<file path="src/rtl/muldiv_seq_unit.sv">
// Iterative multiply/divide unit that owns the architectural HI/LO registers.
// Results are retired BITS_PER_CYCLE bits per clock behind a start/busy/done handshake.
module muldiv_seq_unit #(
    parameter int WIDTH          = 32,
    parameter int BITS_PER_CYCLE = 1
) (
    input  logic             clk,
    input  logic             reset_n,
    input  logic             start,
    input  logic [2:0]       op,
    input  logic [WIDTH-1:0] rs_content,
    input  logic [WIDTH-1:0] rt_content,
    input  logic             flush,
    output logic             busy,
    output logic             done,
    output logic [WIDTH-1:0] HI,
    output logic [WIDTH-1:0] LO
);

    localparam int W     = WIDTH;
    localparam int B     = BITS_PER_CYCLE;
    localparam int N     = WIDTH / BITS_PER_CYCLE;
    localparam int CNT_W = (N > 1) ? $clog2(N) : 1;

    localparam logic [CNT_W-1:0] CNT_LAST = CNT_W'(N - 1);
    localparam logic [CNT_W-1:0] CNT_ONE  = CNT_W'(32'd1);

    localparam logic [2:0] OP_MULT  = 3'd0;
    localparam logic [2:0] OP_MULTU = 3'd1;
    localparam logic [2:0] OP_DIV   = 3'd2;
    localparam logic [2:0] OP_DIVU  = 3'd3;
    localparam logic [2:0] OP_MTHI  = 3'd4;
    localparam logic [2:0] OP_MTLO  = 3'd5;

    typedef enum logic [1:0] {
        S_IDLE = 2'd0,
        S_CALC = 2'd1,
        S_FIX  = 2'd2,
        S_DONE = 2'd3
    } state_e;

    // Two's-complement negate when en is set, pass-through otherwise.
    function automatic logic [W-1:0] cond_neg_w(input logic [W-1:0] v, input logic en);
        return (v ^ {W{en}}) + {{(W-1){1'b0}}, en};
    endfunction

    function automatic logic [2*W-1:0] cond_neg_2w(input logic [2*W-1:0] v, input logic en);
        return (v ^ {(2*W){en}}) + {{(2*W-1){1'b0}}, en};
    endfunction

    state_e            state_q, state_d;
    logic [CNT_W-1:0]  cnt_q, cnt_d;
    logic [2*W-1:0]    acc_q, acc_d;
    logic [W-1:0]      opb_q, opb_d;
    logic              is_div_q, is_div_d;
    logic              neg_res_q, neg_res_d;
    logic              neg_rem_q, neg_rem_d;
    logic              div0_q, div0_d;
    logic              busy_q, busy_d;
    logic              done_q, done_d;
    logic [W-1:0]      hi_q, hi_d;
    logic [W-1:0]      lo_q, lo_d;

    logic              signed_op_s;
    logic              a_neg_s;
    logic              b_neg_s;
    logic [W-1:0]      a_mag_s;
    logic [W-1:0]      b_mag_s;
    logic [W+B-1:0]    mul_pp_s;
    logic [W+B-1:0]    mul_sum_s;
    logic [2*W-1:0]    mul_next_s;
    logic [W:0]        div_trial_s;
    logic [W-1:0]      div_rem_s;
    logic [W-1:0]      div_quo_s;
    logic [2*W-1:0]    div_next_s;
    logic [2*W-1:0]    prod_fix_s;
    logic [W-1:0]      quo_fix_s;
    logic [W-1:0]      rem_fix_s;

    // Operand magnitudes and sign flags for the op presented on the inputs.
    always_comb begin
        signed_op_s = (op == OP_MULT) || (op == OP_DIV);
        a_neg_s     = signed_op_s & rs_content[W-1];
        b_neg_s     = signed_op_s & rt_content[W-1];
        a_mag_s     = cond_neg_w(rs_content, a_neg_s);
        b_mag_s     = cond_neg_w(rt_content, b_neg_s);
    end

    // Multiply step: acc holds {partial product, unconsumed multiplier bits}.
    always_comb begin
        mul_pp_s   = {{B{1'b0}}, opb_q} * {{W{1'b0}}, acc_q[B-1:0]};
        mul_sum_s  = {{B{1'b0}}, acc_q[2*W-1:W]} + mul_pp_s;
        mul_next_s = {mul_sum_s, acc_q[W-1:B]};
    end

    // Restoring divide step: acc holds {remainder, dividend/quotient shift register}.
    always_comb begin
        div_rem_s   = acc_q[2*W-1:W];
        div_quo_s   = acc_q[W-1:0];
        div_trial_s = {(W+1){1'b0}};
        for (int i = 0; i < B; i++) begin
            div_trial_s = {div_rem_s, div_quo_s[W-1]};
            div_quo_s   = {div_quo_s[W-2:0], 1'b0};
            if (div_trial_s >= {1'b0, opb_q}) begin
                div_trial_s  = div_trial_s - {1'b0, opb_q};
                div_quo_s[0] = 1'b1;
            end else begin
                div_quo_s[0] = 1'b0;
            end
            div_rem_s = div_trial_s[W-1:0];
        end
        div_next_s = {div_rem_s, div_quo_s};
    end

    // Sign correction; a zero divisor leaves the dividend magnitude in the
    // remainder, so the corrected remainder is exactly the original rs_content.
    always_comb begin
        prod_fix_s = cond_neg_2w(acc_q, neg_res_q);
        quo_fix_s  = cond_neg_w(acc_q[W-1:0], neg_res_q);
        rem_fix_s  = cond_neg_w(acc_q[2*W-1:W], neg_rem_q);
    end

    // Next-state and datapath-update logic of the sequencer.
    always_comb begin
        state_d   = state_q;
        cnt_d     = cnt_q;
        acc_d     = acc_q;
        opb_d     = opb_q;
        is_div_d  = is_div_q;
        neg_res_d = neg_res_q;
        neg_rem_d = neg_rem_q;
        div0_d    = div0_q;
        busy_d    = busy_q;
        done_d    = 1'b0;
        hi_d      = hi_q;
        lo_d      = lo_q;
        case (state_q)
            S_IDLE, S_DONE: begin
                state_d = S_IDLE;
                busy_d  = 1'b0;
                if (start) begin
                    case (op)
                        OP_MULT, OP_MULTU, OP_DIV, OP_DIVU: begin
                            state_d   = S_CALC;
                            busy_d    = 1'b1;
                            cnt_d     = {CNT_W{1'b0}};
                            is_div_d  = op[1];
                            neg_res_d = a_neg_s ^ b_neg_s;
                            neg_rem_d = a_neg_s;
                            div0_d    = op[1] & (rt_content == {W{1'b0}});
                            if (op[1]) begin
                                opb_d = b_mag_s;
                                acc_d = {{W{1'b0}}, a_mag_s};
                            end else begin
                                opb_d = a_mag_s;
                                acc_d = {{W{1'b0}}, b_mag_s};
                            end
                        end
                        OP_MTHI: begin
                            hi_d = rs_content;
                        end
                        OP_MTLO: begin
                            lo_d = rs_content;
                        end
                        default: begin
                            state_d = S_IDLE;
                        end
                    endcase
                end else begin
                    state_d = S_IDLE;
                end
            end
            S_CALC: begin
                if (flush) begin
                    state_d = S_IDLE;
                    busy_d  = 1'b0;
                end else begin
                    acc_d = is_div_q ? div_next_s : mul_next_s;
                    if (cnt_q == CNT_LAST) begin
                        state_d = S_FIX;
                    end else begin
                        cnt_d = cnt_q + CNT_ONE;
                    end
                end
            end
            S_FIX: begin
                if (flush) begin
                    state_d = S_IDLE;
                    busy_d  = 1'b0;
                end else begin
                    if (is_div_q) begin
                        hi_d = rem_fix_s;
                        lo_d = div0_q ? {W{1'b1}} : quo_fix_s;
                    end else begin
                        hi_d = prod_fix_s[2*W-1:W];
                        lo_d = prod_fix_s[W-1:0];
                    end
                    done_d  = 1'b1;
                    busy_d  = 1'b0;
                    state_d = S_DONE;
                end
            end
            default: begin
                state_d = S_IDLE;
                busy_d  = 1'b0;
            end
        endcase
    end

    // State, datapath and output registers; reset discards any work in flight.
    always_ff @(posedge clk or negedge reset_n) begin
        if (!reset_n) begin
            state_q   <= S_IDLE;
            cnt_q     <= {CNT_W{1'b0}};
            acc_q     <= {(2*W){1'b0}};
            opb_q     <= {W{1'b0}};
            is_div_q  <= 1'b0;
            neg_res_q <= 1'b0;
            neg_rem_q <= 1'b0;
            div0_q    <= 1'b0;
            busy_q    <= 1'b0;
            done_q    <= 1'b0;
            hi_q      <= {W{1'b0}};
            lo_q      <= {W{1'b0}};
        end else begin
            state_q   <= state_d;
            cnt_q     <= cnt_d;
            acc_q     <= acc_d;
            opb_q     <= opb_d;
            is_div_q  <= is_div_d;
            neg_res_q <= neg_res_d;
            neg_rem_q <= neg_rem_d;
            div0_q    <= div0_d;
            busy_q    <= busy_d;
            done_q    <= done_d;
            hi_q      <= hi_d;
            lo_q      <= lo_d;
        end
    end

    assign busy = busy_q;
    assign done = done_q;
    assign HI   = hi_q;
    assign LO   = lo_q;

endmodule

</file>
<file path="config.mk">
export PLATFORM = sky130hd
export DESIGN_NAME = muldiv_seq_unit
export DESIGN_NICKNAME = d
export VERILOG_FILES = /design/src/rtl/muldiv_seq_unit.sv
export SDC_FILE = /design/constraint.sdc
export NUM_CORES = 1
export LEC_CHECK = 0
export CAP_MARGIN = 30
export CORE_ASPECT_RATIO = 1.1
export CORE_MARGIN = 10
export CORE_UTILIZATION = 65
export CTS_CLUSTER_SIZE = 40
export DETAILED_ROUTE_END_ITERATION = 16
export PLACE_DENSITY_LB_ADDON = 0.2
export REMOVE_ABC_BUFFERS = 1
export SETUP_SLACK_MARGIN = 0.1
export SYNTH_ARGS = -nofsm -noshare
export SYNTH_HDL_FRONTEND = slang
export SYNTH_SLANG_ARGS = --single-unit
</file>
<file path="constraint.sdc">
create_clock -name clk -period 9.6 [get_ports clk]
set_clock_uncertainty 0.05 [all_clocks]
set_input_delay 1.92 -clock clk [delete_from_list [all_inputs] [get_ports clk]]
set_output_delay 1.92 -clock clk [all_outputs]
set_load 0.05 [all_outputs]
</file>
Yosys cells after proc, flatten, opt, wreduce, memory -nomap -nowiden
Index checks and enable logic that the tools add are counted.

Multipliers: 1. Reductions and logical operators: 13. Multiplexer cells: 37. Eq/ne operators: 18. $add $sub $neg: 8. Bitwise operators: 9. Magnitude comparators: 1.

Operator list (number): 2-to-1 mux 32 bit (12); 2-to-1 mux 64 bit (4); adder 32 x 1 -> 32 bit (4); one-hot mux 32 bit (2 select lines) (2); one-hot mux 64 bit (2 select lines) (1); XOR 32 bit (4); adder 64 x 1 -> 64 bit (1); XOR 64 bit (1); adder 32 x 33 -> 33 bit (1); greater-or-equal comparator 33 x 32 -> 1 bit (1); multiplier 32 x 1 -> 33 bit (1); zero test 32 bit (1); subtractor 32 bit (1); 2-to-1 mux 5 bit (4); AND reduction 4 bit (3); inequality test 2 bit, second input constant (5); one-hot mux 5 bit (2 select lines) (1); 2-to-1 mux 2 bit (4); 2-to-1 mux 1 bit (7); equality test 3 x 2 -> 1 bit, second input constant (2); equality test 3 bit, second input constant (2); inequality test 2 x 1 -> 1 bit, second input constant (3); one-hot mux 2 bit (3 select lines) (1); adder 5 x 1 -> 5 bit, second input constant (1); other kinds (16) (20).

Output and inout port bits: 66. Register bits: 173.

Logic depth before layout (Yosys ltp)
Gate-level depths: netlist (run 1).

Depth after elaboration: 9. Mapped depth: 16. Depth with buffers taken out: 13.

Worst setup path after synthesis (run 1)
No wires, ideal clock.

Kind: input to register. From: in op[2]. To: reg acc_q[30]. Setup time: 0.126 ns. Path slack: 4.441 ns. Cell stages on the path: 14. Data arrival time: 4.983 ns. Path through: buf_2 > or3b_4 > clkbuf_1 > clkbuf_1 > buf_1 > xnor2_1 > ha_1 > o2111ai_1 > nor3_4 > nand2_1 > a21oi_1 > xnor2_1 > mux2i_1 > a221o_1.

Word-level cells in the longest chain between the ends: 9. Elaborated cells on any way between the ends: 18. Those cells by class: 2 x add/sub; 4 x eq/ne; 4 x mux; 4 x bitwise; 4 x reduce/logical.

Ends and longest elaborated chain: from (decl) (RTL line 10) `input logic [2:0] op,`; equality test 3 x 2 -> 1 bit / zero test 3 bit (equally long branches) (RTL line 82, 142); logical OR 1 bit (RTL line 82) `signed_op_s = (op == OP_MULT) || (op == OP_DIV);`; bitwise AND 1 bit (on tied branches) (RTL line 84, 83); XOR 32 bit (RTL line 44) `return (v ^ {W{en}}) + {{(W-1){1'b0}}, en};`; adder 32 x 1 -> 32 bit (RTL line 44); 2-to-1 mux 32 bit (RTL line 151) `if (op[1]) begin`; 2-to-1 mux 64 bit (RTL line 142) `case (op)`; 2-to-1 mux 64 bit (RTL line 141) `if (start) begin`; one-hot mux 64 bit (2 select lines) (RTL line 137) `case (state_q)`; to (signal assigned) (RTL line 215) `acc_q <= {(2*W){1'b0}};`; to (decl) (RTL line 53) `logic [2*W-1:0] acc_q, acc_d;`.

Parallel ways exist; a longest one is shown, timed or not. The select of a mux whose other input is x is not followed. A chain may end at the register's enable or synchronous reset.

Worst setup path in the final report (run 1)
From: in op[0]. To: reg acc_q[22].

Same word-level chain as after synthesis.

==> results of run 1 <==
per-layer routing:
| metal | wire, um | up-vias |
|---|---|---|
| met1 | 24900 | 9167 |
| met2 | 30440 | 1204 |
| met3 | 6903 | 252 |
| met5 | 13 | - |
| li1 | - | 8781 |
| met4 | 3523 | 2 |
worst max-delay path, stage by stage:
cell and delay (ns):
clkdlybuf4s50_1 0.59, or3b_4 0.66, xnor2_1 0.22, ha_1 0.29, o2111ai_1 0.45, nor3_4 0.49
a41oi_1 0.18, a311oi_1 0.32, xor2_1 0.23, a21oi_1 0.11, o31ai_2 0.20
synth_stat cells (all sizes together) (47+ instances only):
master / number
a21oi: 170
clkbuf: 138
nor2: 199
xor2: 72
dfrtp: 173
a21o: 47
o21ai: 212
nand3: 63
xnor2: 141
o22ai: 55
mux2i: 95
inv: 82
nand2: 216
nor3: 78
buf: 57
ha: 74
through the flow:
stage / cells / hold WS, ns / total power (uW) / cell area, um2
2_1_floorplan: 2221 / 0.3989 / 4910 / 17650
3_3_place_gp: 2746 / 0.4120 / 6267 / 19690
3_5_place_dp: 2746 / 0.4225 / 6378 / 19690
4_1_cts: 2778 / 0.4379 / 7135 / 20280
5_1_grt: 2779 / 0.4633 / 7695 / 20300
6_report: 2779 / 0.4347 / 7271 / 20300
cell type report:
class,count,share of cell area (%)
multi-input combinational,1964,64.18
sequential,173,21.36
timing repair buffer,163,7.746
tap,363,2.237
clock buffer,19,2.182
inverter,84,1.553
clock inverter,13,0.7395
cell usage in the layout (no fill, tap or decap), drive strengths merged, types with 74 or more instances in the layout:
cell type,Yosys,final
nand2,216,216
o21ai,212,212
nor2,199,199
dfrtp,173,173
a21oi,170,170
xnor2,141,141
clkdlybuf4s50,0,134
mux2i,95,95
inv,82,89
nor3,78,78
ha,74,74
report_power, final:
part           switching, uW  internal [uW]
registers                587           1060
logic                   3060           1820
clock network            338            397
total                   3990           3280
kinds of logic (layout without fill, tap and decap cells):
kind of cell               count (synthesis)  in the layout  synth area share [%]
and+or+nand+nor                          807            807                 22.60
muxes                                    116            116                 6.593
xor gates and xnor gates                 213            213                 10.11
AOI/OAI and AO/OA                        752            752                 25.95
adders and majority gates                 76             76                 5.237
DFF                                      173            173                 23.47
buffers and inverters                    279            279                 6.044
sequential cells by signal (all words and copies together) (netlist names):
name,flops
div0_q,1
busy,1
HI,32
state_q,2
is_div_q,1
opb_q,32
neg_rem_q,1
acc_q,64
done,1
neg_res_q,1
cnt_q,5
LO,32
final timing paths:
check,start,endpoint,slack [ns],cells after the start
min in group asynchronous,reset_n,LO[2]$_DFFE_PN0P_,1.37,1
worst max-delay path,op[0],acc_q[22]$_DFFE_PN0P_,4.22,11
max in group asynchronous,reset_n,acc_q[61]$_DFFE_PN0P_,6.80,2
worst min-delay path,LO[22]$_DFFE_PN0P_,LO[22]$_DFFE_PN0P_,0.43,2
worst max register to register,neg_res_q$_DFFE_PN0P_,HI[27]$_DFFE_PN0P_,4.93,10
worst min register to register,LO[22]$_DFFE_PN0P_,LO[22]$_DFFE_PN0P_,0.43,2
==> impl_metrics.prom, run 1 <==
# TYPE chip_impl_metric gauge
chip_impl_metric{name="grt_remaining_overflow",unit=""} 0
chip_impl_metric{name="route.detailed.wl_per_inst",unit="um"} 23.67
chip_impl_metric{name="critical_path_required",unit="ns"} 9.91
chip_impl_metric{name="endpoints_failing_hold",unit=""} 0
chip_impl_metric{name="cts_made_buffers",unit=""} 17
chip_impl_metric{name="antenna-diode-count",unit=""} 0
chip_impl_metric{name="io-pin-count",unit=""} 137
chip_impl_metric{name="place_hpwl",unit="mm"} 48.73
chip_impl_metric{name="drt-pass1-iter-count",unit=""} 6
chip_impl_info{name="synthFlopType",value="dfrtp_1"} 1
chip_impl_metric{name="area_of_the_mapped_netlist",unit="um2"} 18450
chip_impl_metric{name="post_cts_resize_count",unit=""} 0
chip_impl_metric{name="synth_seq_cells",unit=""} 173
chip_impl_metric{name="synth.yosys.seq_area_share",unit="%"} 23.47
chip_impl_metric{name="met1_usage",unit="%"} 42.93
chip_impl_info{name="tritoncts",value="yes"} 1
chip_impl_metric{name="clkLatencyLatePin",unit="ns"} 0.46
chip_impl_metric{name="cp_max_fo",unit=""} 31
chip_impl_metric{name="synth-edff-count",unit=""} 0
chip_impl_metric{name="postRouteWirelength",unit="mm"} 65.77
chip_impl_metric{name="worst_slew_margin_rel",unit="%"} 30.73
chip_impl_metric{name="clockBufferDepth",unit=""} 2
chip_impl_metric{name="place.gp.congestion",unit=""} 0.9984
chip_impl_metric{name="detail_route.iter0.violations",unit=""} 2538
chip_impl_metric{name="drt.antenna.violating_nets",unit=""} 0
chip_impl_metric{name="power.leakage",unit="uW"} 0.008376
chip_impl_metric{name="worst_ir_drop_vdd",unit="mV"} 0.2449
chip_impl_metric{name="grt_antenna_before_repair",unit=""} 1
chip_impl_metric{name="viasPerCell",unit=""} 6.983
chip_impl_metric{name="ctsHtreeMaxLevel",unit=""} 4
chip_impl_metric{name="cts_hold_repair.buffers",unit=""} 0
chip_impl_metric{name="total_number_of_vias",unit=""} 19410
chip_impl_metric{name="rows",unit=""} 64
chip_impl_metric{name="ys_async_sr_fraction",unit="%"} 100.0
chip_impl_metric{name="syn_inst",unit=""} 2416
chip_impl_metric{name="sequential_standard_cell_area",unit="um2"} 4337
chip_impl_metric{name="met3_usage_in_global_routing",unit="%"} 6.852
chip_impl_metric{name="cts_sink_cnt",unit=""} 173
chip_impl_metric{name="flow.area_growth_from_synthesis",unit="%"} 10.07
chip_impl_metric{name="port-buffer-count",unit=""} 136
chip_impl_metric{name="ys_warn_count",unit=""} 0
chip_impl_metric{name="top_area_cell_type_share_of_the_netlist_area",unit="%"} 23.47
chip_impl_metric{name="dieWidth",unit="um"} 180.6
chip_impl_metric{name="cts.clk_slew.worst_paths",unit="ns"} 0.07
chip_impl_metric{name="final_core_utilization",unit="%"} 72.86
chip_impl_metric{name="die_h",unit="um"} 196.7
chip_impl_metric{name="grt_max_degree",unit=""} 83
chip_impl_metric{name="multi_input_area",unit="um2"} 13030
chip_impl_metric{name="fp.coreArea",unit="um2"} 27870
chip_impl_info{name="yosys.area.top_type",value="dfrtp_1"} 1
chip_impl_metric{name="final_max_slew_viol_count",unit=""} 0
chip_impl_info{name="clockRootBuffer",value="clkbuf_16"} 1
chip_impl_metric{name="initial_utilization",unit="%"} 66.19
chip_impl_metric{name="place_worst_setup_slack",unit="ns"} 3.896
chip_impl_metric{name="post_cts.repair.setup_buffers",unit=""} 0
chip_impl_metric{name="drive_above_1_share",unit="%"} 5.836
chip_impl_metric{name="post-route-worst-setup-slack",unit="ns"} 4.216
chip_impl_metric{name="setup_tns",unit="ns"} 0
chip_impl_info{name="timing.critical_path.to_type",value="flip-flop"} 1
chip_impl_metric{name="fillers",unit=""} 2264
chip_impl_metric{name="max_freq",unit="MHz"} 185.7
chip_impl_info{name="ys_top_cells_by_area",value="dfrtp_1 23%, xnor2_1 6.7%, o21ai_0 5.5%"} 1
chip_impl_metric{name="critical_path_arrival",unit="ns"} 5.69
chip_impl_info{name="rsz0062_at_grt",value="false"} 1
chip_impl_metric{name="final_clock_period_utilization_by_the_worst_path",unit="%"} 56.08
chip_impl_metric{name="die_area",unit="um2"} 35520
chip_impl_info{name="critPathLaunchType",value="input pin"} 1
chip_impl_metric{name="syn-mean-instance-area",unit="um2"} 7.635
chip_impl_info{name="outcome",value="finished clean"} 1
chip_impl_info{name="grt_most_used_layer",value="met2"} 1
chip_impl_info{name="holdCritPathClass",value="reg2reg"} 1
chip_impl_info{name="setup.worst_path.class",value="in2reg"} 1
chip_impl_metric{name="grt_usage",unit="%"} 35.10
chip_impl_metric{name="fin_crit",unit="ns"} 5.384
chip_impl_metric{name="post_synth_num_cell_types",unit=""} 100
chip_impl_metric{name="via_count_of_the_first_global_routing_pass",unit=""} 18260
chip_impl_metric{name="wire_length_of_the_first_global_routing_pass",unit="mm"} 101.6
chip_impl_metric{name="drc",unit=""} 0
chip_impl_metric{name="finalNetCount",unit=""} 2550
chip_impl_metric{name="worst_tran_pin_value",unit="ns"} 1.035
chip_impl_metric{name="timing.max_cap.violations",unit=""} 0
chip_impl_metric{name="met2_usage",unit="%"} 57.75
chip_impl_metric{name="setup_viol",unit=""} 0
chip_impl_metric{name="power_density",unit="nW/um2"} 358.1
Power figures use the tool's default switching activity.
==> inputs of run 2 (changes only) <==
Settings changed: CORE_UTILIZATION 65 to 55.
Clock period 9.6 ns to 4.5 ns, I/O delays scaled along.
==> run 2 against run 1 <==
Effect of this change: sequential power increased by 110%; non-clock buffer count up 47; die area grew 16%; setup slack lost 3.7 ns; final area up 2.4%; critical path type is now reg2reg.
==> impl_metrics.prom, run 2 (same netlist as run 1, synthesis figures left out) <==
# TYPE chip_impl_metric gauge
chip_impl_metric{name="dieWidth",unit="um"} 194.6
chip_impl_metric{name="power_switching_share",unit="%"} 54.44
chip_impl_metric{name="post_cts_resize_count",unit=""} 0
chip_impl_metric{name="grt_antenna_before_repair",unit=""} 0
chip_impl_metric{name="p_sw",unit="uW"} 8565
chip_impl_metric{name="flow.area_growth_from_synthesis",unit="%"} 12.76
chip_impl_metric{name="largest_reg_flops",unit=""} 64
chip_impl_info{name="clockRootBuffer",value="clkbuf_16"} 1
chip_impl_metric{name="setup.reg_to_reg.worst_slack",unit="ns"} 0.51
chip_impl_metric{name="critical_path_arrival",unit="ns"} 4.27
chip_impl_metric{name="setup_tns",unit="ns"} 0
chip_impl_metric{name="critical_path_required",unit="ns"} 4.78
chip_impl_metric{name="die_h",unit="um"} 212.1
chip_impl_metric{name="final_max_slew_viol_count",unit=""} 0
chip_impl_metric{name="fp.coreArea",unit="um2"} 33190
chip_impl_info{name="crit-reg2reg-capture",value="acc_q[60]$_DFFE_PN0P_"} 1
chip_impl_metric{name="power_frac_clock",unit="%"} 10.2
chip_impl_metric{name="clockBufferDepth",unit=""} 2
chip_impl_metric{name="io-pin-count",unit=""} 137
chip_impl_metric{name="postRouteWirelength",unit="mm"} 67.19
chip_impl_metric{name="max_freq",unit="MHz"} 250.4
chip_impl_metric{name="sum_of_internal_switching_and_leakage_power",unit="uW"} 15730
chip_impl_metric{name="grt_remaining_overflow",unit=""} 0
chip_impl_metric{name="power_density",unit="nW/um2"} 756.5
chip_impl_metric{name="cts_sink_cnt",unit=""} 173
chip_impl_metric{name="endpoints_failing_hold",unit=""} 0
chip_impl_info{name="crit_path_top_delay_cell",value="a2111oi_0"} 1
chip_impl_metric{name="worst_ir_drop_vdd",unit="mV"} 0.4447
chip_impl_info{name="tritoncts",value="yes"} 1
chip_impl_metric{name="port-buffer-count",unit=""} 136
chip_impl_info{name="mostFrequentLayoutCells",value="215 x nand2_1, 204 x o21ai_0, 197 x nor2_1"} 1
chip_impl_metric{name="drt-pass1-iter-count",unit=""} 6
chip_impl_metric{name="post-route-worst-setup-slack",unit="ns"} 0.5060
chip_impl_metric{name="timing.max_cap.violations",unit=""} 0
chip_impl_metric{name="place_hpwl",unit="mm"} 50.52
chip_impl_info{name="setup.worst_path.class",value="reg2reg"} 1
chip_impl_metric{name="via_count_of_the_first_global_routing_pass",unit=""} 18160
chip_impl_metric{name="initial_utilization",unit="%"} 55.57
chip_impl_info{name="top_register",value="acc_q"} 1
chip_impl_info{name="timing.rr.start",value="acc_q[0]$_DFFE_PN0P_"} 1
chip_impl_metric{name="drt.antenna.violating_nets",unit=""} 0
chip_impl_metric{name="sequential_share_of_power",unit="%"} 21.6
chip_impl_metric{name="route.detailed.wl_per_inst",unit="um"} 23.21
chip_impl_info{name="layout_commonest_cell",value="nand2_1"} 1
chip_impl_metric{name="drc",unit=""} 0
chip_impl_info{name="crit_path_end",value="acc_q[60]$_DFFE_PN0P_"} 1
chip_impl_metric{name="rows",unit=""} 70
chip_impl_metric{name="final_clock_period_utilization_by_the_worst_path",unit="%"} 88.75
chip_impl_metric{name="viasPerCell",unit=""} 6.633
chip_impl_metric{name="place_worst_setup_slack",unit="ns"} 0.1632
chip_impl_metric{name="cpPeakStageDelay",unit="ns"} 0.72
chip_impl_metric{name="worst_tran_pin_value",unit="ns"} 0.8902
chip_impl_metric{name="setup_viol",unit=""} 0
chip_impl_metric{name="clkLatencyLatePin",unit="ns"} 0.48
chip_impl_metric{name="cell_internal_pwr",unit="uW"} 7168
chip_impl_info{name="holdCritPathClass",value="reg2reg"} 1
chip_impl_metric{name="total_number_of_vias",unit=""} 19200
chip_impl_metric{name="cts_made_buffers",unit=""} 17
chip_impl_metric{name="final_core_utilization",unit="%"} 62.66
chip_impl_metric{name="die_area",unit="um2"} 41270
chip_impl_metric{name="cts.clk_slew.worst_paths",unit="ns"} 0.07
chip_impl_metric{name="antenna-diode-count",unit=""} 0
chip_impl_metric{name="combinationalPowerShare",unit="%"} 68.2
chip_impl_metric{name="detail_route.iter0.violations",unit=""} 1963
chip_impl_info{name="rsz0062_at_grt",value="false"} 1
chip_impl_info{name="timing.critical_path.to_type",value="flip-flop"} 1
chip_impl_metric{name="drive_above_1_share",unit="%"} 7.633
chip_impl_info{name="outcome",value="finished clean"} 1
chip_impl_metric{name="grt_max_degree",unit=""} 97
chip_impl_info{name="cp_cell_sequence",value="inv_1 > buf_4 > nor2_1 > ha_1 > o21a_1 > a2111oi_0 > o31ai_1 > a31oi_2 > o2111a_1 > nor2b_1 > o41ai_1 > xor2_1 > o221ai_1"} 1
chip_impl_metric{name="place.gp.congestion",unit=""} 0.9422
chip_impl_metric{name="post_cts.repair.setup_buffers",unit=""} 0
chip_impl_info{name="cp-startpoint",value="acc_q[0]$_DFFE_PN0P_"} 1
chip_impl_metric{name="wire_length_of_the_first_global_routing_pass",unit="mm"} 104.6
chip_impl_metric{name="cp_max_fo",unit=""} 9
chip_impl_metric{name="grt_usage",unit="%"} 31.59
chip_impl_metric{name="ctsHtreeMaxLevel",unit=""} 4
chip_impl_metric{name="worst_hold_slack",unit="ns"} 0.4306
chip_impl_metric{name="worst_slew_margin_rel",unit="%"} 40.65
chip_impl_metric{name="cts_hold_repair.buffers",unit=""} 0
chip_impl_info{name="critPathLaunchType",value="flip-flop"} 1
chip_impl_metric{name="number_of_cells_traversed_by_the_worst_register_to_register_path",unit=""} 13
chip_impl_metric{name="finalNetCount",unit=""} 2597
chip_impl_metric{name="fin_crit",unit="ns"} 3.994
chip_impl_metric{name="power.leakage",unit="uW"} 0.008627
[run 2: final cells by class]
type | instances | area (um2)
well taps | 432 | 540.5
multi-input cells | 1964 | 13030
fillers | 3010 | 12400
repair buffers | 210 | 1986
clock inverters | 14 | 160.2
clock buffers | 18 | 429.2
flip-flops and latches | 173 | 4337
inverters | 84 | 315.3
[run 2: how the worst min path moves through the flow]
stage | slack, ns | depth (start not counted) | endpoint | from
finish | 0.43 | 2 | LO[0]$_DFFE_PN0P_ | LO[0]$_DFFE_PN0P_
global route | 0.46 | 2 | LO[0]$_DFFE_PN0P_ | LO[0]$_DFFE_PN0P_
CTS | 0.44 | 2 | LO[0]$_DFFE_PN0P_ | LO[0]$_DFFE_PN0P_
detailed placement | 0.42 | 2 | LO[0]$_DFFE_PN0P_ | LO[0]$_DFFE_PN0P_
global placement | 0.41 | 2 | LO[4]$_DFFE_PN0P_ | LO[4]$_DFFE_PN0P_
floorplan | 0.40 | 2 | div0_q$_DFFE_PN0P_ | div0_q$_DFFE_PN0P_
[run 2: worst max-delay path: cells and delay by family (launching register included)]
| family | cells | cell delay [ns] |
|---|---|---|
| compound gates | 7 | 2.36 |
| xor+xnor | 1 | 0.20 |
| fa+ha+maj | 1 | 0.32 |
| buf+inv | 2 | 0.36 |
| flops | 1 | 0.41 |
| simple gates | 2 | 0.13 |
[run 2: per-layer routing]
layer | GRT usage (%) | share of wire [%]
met5 | 0 | 0
met4 | 14.81 | 4.2
met3 | 5.545 | 8.8
met2 | 51.12 | 46
met1 | 40.21 | 41
[run 2: through the flow]
stage          std cells  instance area [um2]
2_1_floorplan       2221                17650
5_1_grt             2895                20800
6_report            2895                20800
4_1_cts             2895                20800
3_5_place_dp        2863                20210
3_3_place_gp        2861                20160
[run 2: power groups by stage]
stage                     sequential [uW]  combinational, uW  clock (uW)
after global placement               3360              10300           0
after CTS                            3360              10600        1610
final                                3400              10700        1600
after floorplan                      4210               6260           0
after global routing                 3500              11600        1660
after detailed placement             3390              10500           0
